==> src/rtl/ddr2_burst_writer.sv <==
// ddr2_burst_writer: moves BURST_LEN-word blocks from the input FIFO into MIG port 0, one write command per burst.
// Define BURST_WR_ERR_CHECK_EN to build the sticky protocol error flag; otherwise err is tied low.
module ddr2_burst_writer #(
  parameter int          BURST_LEN  = 32,
  parameter logic [29:0] ADDR_LIMIT = 30'h0400_0000
) (
  input  logic        clk,
  input  logic        reset,
  input  logic        writes_en,
  input  logic        calib_done,
  output logic        ib_re,
  input  logic [31:0] ib_data,
  input  logic        ib_valid,
  input  logic [9:0]  ib_count,
  output logic        wr_en,
  output logic [31:0] wr_data,
  output logic [3:0]  wr_mask,
  input  logic        wr_full,
  input  logic        wr_empty,
  output logic        cmd_en,
  output logic [2:0]  cmd_instr,
  output logic [5:0]  cmd_bl,
  output logic [29:0] cmd_byte_addr,
  input  logic        cmd_full,
  output logic        busy,
  output logic [15:0] burst_cnt,
  output logic        err
);
  typedef enum logic [1:0] {IDLE, FILL, DRAIN, CMD} state_t;
  localparam logic [30:0] STEP = 31'(BURST_LEN * 4);
  localparam logic [6:0]  BL   = 7'(BURST_LEN);
  state_t      r_state;
  logic [6:0]  r_rd_cnt, r_wr_cnt;
  logic [29:0] r_addr, r_cmd_addr;
  logic [31:0] r_wr_data;
  logic [15:0] r_burst_cnt;
  logic        r_ib_re, r_wr_en, r_cmd_en;
  logic [30:0] w_next;
  logic        w_start, w_issue;
  assign w_next  = {1'b0, r_addr} + STEP;
  assign w_start = calib_done & writes_en & wr_empty & (ib_count >= 10'(BURST_LEN));
  // cmd_full is sampled one cycle ahead so cmd_en can be registered yet land in the first CMD cycle
  assign w_issue = !cmd_full && ((r_state == DRAIN && r_wr_cnt == BL) || (r_state == CMD && !r_cmd_en));
  always_ff @(posedge clk or posedge reset) begin
    if (reset) begin
      r_state     <= IDLE;
      r_rd_cnt    <= '0;
      r_wr_cnt    <= '0;
      r_addr      <= '0;
      r_cmd_addr  <= '0;
      r_wr_data   <= '0;
      r_burst_cnt <= '0;
      r_ib_re     <= 1'b0;
      r_wr_en     <= 1'b0;
      r_cmd_en    <= 1'b0;
    end else begin
      r_wr_en  <= 1'b0;
      r_cmd_en <= w_issue;
      if (w_issue) begin
        r_cmd_addr  <= r_addr;
        r_addr      <= (w_next >= {1'b0, ADDR_LIMIT}) ? '0 : w_next[29:0];
        r_burst_cnt <= r_burst_cnt + 16'd1;
      end
      if ((r_state == FILL || r_state == DRAIN) && ib_valid) begin
        r_wr_en   <= 1'b1;
        r_wr_data <= ib_data;
        r_wr_cnt  <= r_wr_cnt + 7'd1;
      end
      case (r_state)
        IDLE: if (w_start) begin
          r_state  <= FILL;
          r_ib_re  <= 1'b1;
          r_rd_cnt <= '0;
          r_wr_cnt <= '0;
        end
        FILL: begin
          r_rd_cnt <= r_rd_cnt + 7'd1;
          r_ib_re  <= (r_rd_cnt + 7'd1 < BL);
          if (r_rd_cnt + 7'd1 == BL) r_state <= DRAIN;
        end
        DRAIN: if (r_wr_cnt == BL) r_state <= CMD;
        CMD: if (r_cmd_en) r_state <= IDLE;
        default: r_state <= IDLE;
      endcase
    end
  end
`ifdef BURST_WR_ERR_CHECK_EN
  logic r_err;
  always_ff @(posedge clk or posedge reset) begin
    if (reset) r_err <= 1'b0;
    else if ((wr_full && r_wr_en) || (ib_valid && (r_state == IDLE || r_state == CMD))) r_err <= 1'b1;
  end
  assign err = r_err;
`else
  logic w_unused;
  assign w_unused = wr_full;
  assign err = 1'b0;
`endif
  assign ib_re         = r_ib_re;
  assign wr_en         = r_wr_en;
  assign wr_data       = r_wr_data;
  assign wr_mask       = 4'b0000;
  assign cmd_en        = r_cmd_en;
  assign cmd_instr     = 3'b000;
  assign cmd_bl        = 6'(BURST_LEN - 1);
  assign cmd_byte_addr = r_cmd_addr;
  assign busy          = (r_state != IDLE);
  assign burst_cnt     = r_burst_cnt;
endmodule

==> config.mk <==
export PLATFORM = sky130hd
export DESIGN_NAME = ddr2_burst_writer
export DESIGN_NICKNAME = d
export VERILOG_FILES = /design/src/rtl/ddr2_burst_writer.sv
export SDC_FILE = /design/constraint.sdc
export NUM_CORES = 1
export LEC_CHECK = 0
export ABC_AREA = 0
export CAP_MARGIN = 20
export CORE_MARGIN = 5
export CORE_UTILIZATION = 48
export CTS_CLUSTER_SIZE = 30
export DETAILED_ROUTE_END_ITERATION = 6
export HOLD_SLACK_MARGIN = 0.06
export PLACE_DENSITY = 0.86
export SKIP_CTS_REPAIR_TIMING = 1
export SYNTH_ARGS = -nofsm -noshare
export SYNTH_HDL_FRONTEND = slang
export SYNTH_SLANG_ARGS = --single-unit
==> constraint.sdc <==
create_clock -name clk -period 5.8 [get_ports clk]
set_clock_uncertainty 0.2 [all_clocks]
set_input_delay 1.74 -clock clk [delete_from_list [all_inputs] [get_ports clk]]
set_output_delay 1.74 -clock clk [all_outputs]
set_load 0.1 [all_outputs]
* Word level (Yosys, flattened, before mapping)
Cells that the tools add are included.
Storage, ports and cells: flip-flop bits (word level) 127, bits of input ports 50, output and inout port bits 96, word-level logic and storage cells 56
Cells by class: add/sub/neg operators 4, magnitude comparators 3, equal/unequal tests 9, multiplexer cells 14, bitwise operators 3, reduce and logical (&&, ||, !) cells 13
Operators with widths (count):
- adder 30 x 8 -> 31 bit (second input constant) | 1
- >= comparator 31 x 27 -> 1 bit (second input constant) | 1
- 2-to-1 mux 30 bit | 1
- 2-to-1 mux 7 bit | 4
- adder 16 x 1 -> 16 bit (second input constant) | 1
- adder 7 x 1 -> 7 bit (second input constant) | 2
- equality test 7 x 6 -> 1 bit (second input constant) | 2
- one-hot mux 7 bit (2 select lines) | 1
- >= comparator 10 x 6 -> 1 bit (second input constant) | 1
- 2-to-1 mux 2 bit | 4
- one-hot mux 2 bit (4 select lines) | 1
- < comparator 7 x 6 -> 1 bit (second input constant) | 1
- equality test 2 bit (second input constant) | 2
- logical AND 1 bit | 4
- != test 2 x 1 -> 1 bit (second input constant) | 2
- != test 2 bit (second input constant) | 2
- AND reduction 4 bit | 1
- nonzero test 2 bit | 2
- AND 1 bit | 3
- equality test 2 x 1 -> 1 bit (second input constant) | 1
- zero test 1 bit | 2
- zero test 2 bit | 1
- logical OR 1 bit | 2
- 2-to-1 mux 1 bit | 2
- other kinds (2) | 2

* Depth between registers and ports, before layout
depth in word-level cells 6, depth in mapped cells 8, mapped depth without buffers 8

* Least setup slack after synthesis
No wires, ideal clock.
path type input port to flip-flop, start input port ib_count[9], end register r_ib_re, in the netlist ib_re, setup time 126 ps, data arrival time 3304 ps, required time 5474 ps, slack 2170 ps, stages 5, path buffers 0, path through or4_1 -> o2111ai_1 -> nor2_1 -> a21oi_2 -> mux2_2
On the way: longest elaborated chain between the ends 4
Ends and longest elaborated chain:
- from (decl) | RTL line 14 | input logic [9:0] ib_count,
- >= comparator 10 x 6 -> 1 bit | RTL line 41 | assign w_start = calib_done & writes_en & wr_empty & (ib_count >= 10'(BURST_LEN));
- AND 1 bit | RTL line 41
- != test 2 bit (no source line)
- AND reduction 2 bit (no source line)
- to (signal assigned) | RTL line 78 | r_ib_re <= (r_rd_cnt + 7'd1 < BL);
- to (decl) | RTL line 37 | logic r_ib_re, r_wr_en, r_cmd_en;
No other way between the ends. A chain may end at the register's enable or synchronous reset.

* Worst setup path in the final report
start register r_state[1], end output port busy
On the way: longest elaborated chain between the ends 1
Ends and longest elaborated chain:
- from (decl) | RTL line 32 | state_t r_state;
- from (signal assigned) | RTL line 46 | r_state <= IDLE;
- from (signal assigned) | RTL line 71 | r_state <= FILL;
- from (signal assigned) | RTL line 79 | if (r_rd_cnt + 7'd1 == BL) r_state <= DRAIN;
- nonzero test 2 bit | RTL line 107 | assign busy = (r_state != IDLE);
- to (decl) | RTL line 25 | output logic busy,
No other way between the ends.

==> key figures <==
Floorplan
  – Core box area: 0.01075 mm^2
  – Die Span Y: 114.0 um
  – Die width: 114.0 um
  – IO Pins: 146
  – Die area: 0.01300 mm^2
  – Row count: 38
  – Initial core utilization: 48.35%

Layout
  – Area grow syn2layout: 34.51%
  – Fill count: 868
  – Share of layout cells above drive strength 1: 6.782%
  – Register area: 0.002828 mm^2
  – Layout Nets: 741
  – Most common cell after layout, fill and taps aside: nand2_1
  – Util after Layout: 65.03%
  – Most frequent cells in the layout: nand2_1 (194), clkdlybuf4s50_1 (118), dfrtp_1 (113)
  – Multi-input logic area: 0.002167 mm^2
  – Diodes inserted: 0

Routing
  – DRC errors left: 0
  – Final ANT Viol Nets: 0
  – Drt total wl: 11820 um
  – Via count: 4209
  – Router iterations before antenna repair: 4
  – WL/cell: 14.19 um
  – Post-DR vias/cell: 5.053
  – Initial DRC Count: 327

Timing
  – Worst relative slew slack: 30.24%
  – Final Hold Fails: 0
  – Max Fclk: 225.8 MHz
  – Tmin final: 4.429 ns
  – Tcrit/Tclk final: 76.35%
  – Final hold slack: 0.2695 ns
  – Setup tns final: 0 ns
  – Slew @ Worst Pin: 1.043 ns
  – Slew Viols, Final: 0
  – Setup violations, final: 0
  – RSZ-0062 raised after global routing: false

Critical path
  – Reg2Reg Depth: 8
  – Crit path capture type: output port
  – Critical path data arrival time: 2.49 ns
  – Crit path required time: 3.86 ns
  – Worst Setup EP: busy
  – WS Path Type: flop to output port
  – Crit path from: r_state[1]
  – R2R setup slack: 3.11 ns
  – Max FO, Critical Path: 6
  – FF-to-FF Start: r_wr_cnt[3]
  – FF-to-FF End: burst_cnt[15]
  – CP Launch Type: flop

GRT
  – Global-route wire length before repair: 19550 um
  – Initial antenna violation count: 0
  – Pin count of the biggest net entering global routing: 77
  – GRT Util Overall: 18.67%
  – Vias in the first global route: 4272
  – Grt ovf: 0

Placed design
  – Port bufs: 118
  – Hpwl dp: 8267 um
  – Final Wtd Congestion: 0.8222

Yosys
  – Post-synth ARST share: 100.0%
  – Synth cell types: 52
  – Yosys Warn Count: 0
  – Synth Flop Type: dfrtp_1
  – Post-Syn Area: 0.005195 mm^2
  – Avg Cell Area, Syn: 9.310 um^2
  – Post-Synthesis Cells: 558
  – Number of synthesized flops with an enable pin: 0
  – Sequential share of the synthesized area: 54.43%
  – Synthesized flop and latch total: 113

Clocking
  – Skew-Pair Late Insertion Delay: 0.51 ns
  – Reg clk slew, reported paths: 0.05 ns
  – CTS tree: built
  – CTS Buf Count: 17
  – H-tree Lvls: 4
  – Clock sinks: 113
  – Clock root cell: clkbuf_8
  – Clk buf depth: 2

Run status
  – Status: finished clean

Power
  – Worst vdd ir: 0.4411 mV
  – Pwr dens: 595.2 mW/mm^2
  – Leak: 3.330 nW

Flow run
  – # Max-Cap Violations: 0

Worst hold path
  – Type of the most critical hold path: flop to flop
==> through the flow <==
| stage | std cells | setup slack (ns) | total power (W) | area, um^2 |
|---|---|---|---|---|
| global placement | 800 | 1.619 | 0.003185 | 6444 |
| global route | 833 | 1.278 | 0.004370 | 6988 |
| finish | 833 | 1.371 | 0.004159 | 6988 |
| detailed placement | 800 | 1.525 | 0.003250 | 6444 |
| CTS | 832 | 1.344 | 0.004189 | 6973 |
| floorplan | 577 | 0.8726 | 0.002754 | 5266 |
==> worst min path at each step <==
stage                        endpoint  slack (ns)               from  cells past startpoint
global placement          wr_data[10]        0.26        wr_data[10]                      2
detailed placement  cmd_byte_addr[29]        0.26  cmd_byte_addr[29]                      2
floorplan           cmd_byte_addr[28]        0.25         r_addr[28]                      2
finish                  burst_cnt[15]        0.27      burst_cnt[15]                      1
global route            burst_cnt[15]        0.29      burst_cnt[15]                      1
CTS                       wr_data[10]        0.28        wr_data[10]                      2
==> worst max-delay path, cell delays in order, from the launching register on <==
cell,delay (ns)
dfrtp_1,0.40
inv_1,0.10
ha_1,0.21
clkinv_1,0.12
clkdlybuf4s50_1,1.16
==> per-layer routing <==
layer | part of all wire (%) | track usage [%] | wire length (um)
met1 | 42 | 22.61 | 4928
met2 | 49 | 31.03 | 5842
met3 | 6.8 | 5.729 | 802
met4 | 2.1 | 7.680 | 245
met5 | 0 | 0 | 0
==> synthesized netlist by cell type (all sizes together), types with 7 or more instances <==
cell,number,share of area [%]
nand2,194,14
nand3,14,1.3
ha,11,2.6
a21o,7,1.0
o21ai,27,2.7
clkbuf,14,1.0
buf,26,3.6
and3,10,1.2
inv,13,0.94
nor2,31,2.3
xor2,8,1.3
dfrtp,113,54
xnor2,15,2.5
a22o,12,2.0
nand4,10,1.3
==> flip-flops by register name, indices dropped and copies added (netlist names) <==
register,count
cmd_byte_addr,23
r_wr_cnt,7
r_rd_cnt,7
wr_data,32
burst_cnt,16
ib_re,1
wr_en,1
cmd_en,1
r_state,2
r_addr,23
==> cell type report <==
type	instances	share of cell area, %
repair buffers	124	17.65
inverters	14	0.7878
multi-input cells	410	31.01
clock inverters	11	1.289
well taps	140	2.507
clock buffers	21	6.285
flip-flops and latches	113	40.47
==> logic make-up (layout without fill, tap and decap cells) <==
family / Yosys count / after routing / synth area share (%)
flip-flops: 113 / 113 / 54.43
buffers and inverters: 54 / 170 / 5.588
multiplexers: 6 / 6 / 1.228
AND/OR/NAND/NOR: 285 / 285 / 23.72
other: 2 / 21 / 0.1446
AO/OA/AOI/OAI: 64 / 64 / 8.357
adder cells (fa/ha/maj): 11 / 11 / 2.649
XOR/XNOR: 23 / 23 / 3.878
==> where the power goes <==
group	internal (W)	leakage (nW)	switching, W
clock network	0.000573	0.265	0.000340
registers	0.000992	1.48	0.000146
logic	0.000484	1.58	0.00162
Note: power is estimated with default switching activity, not from simulation.
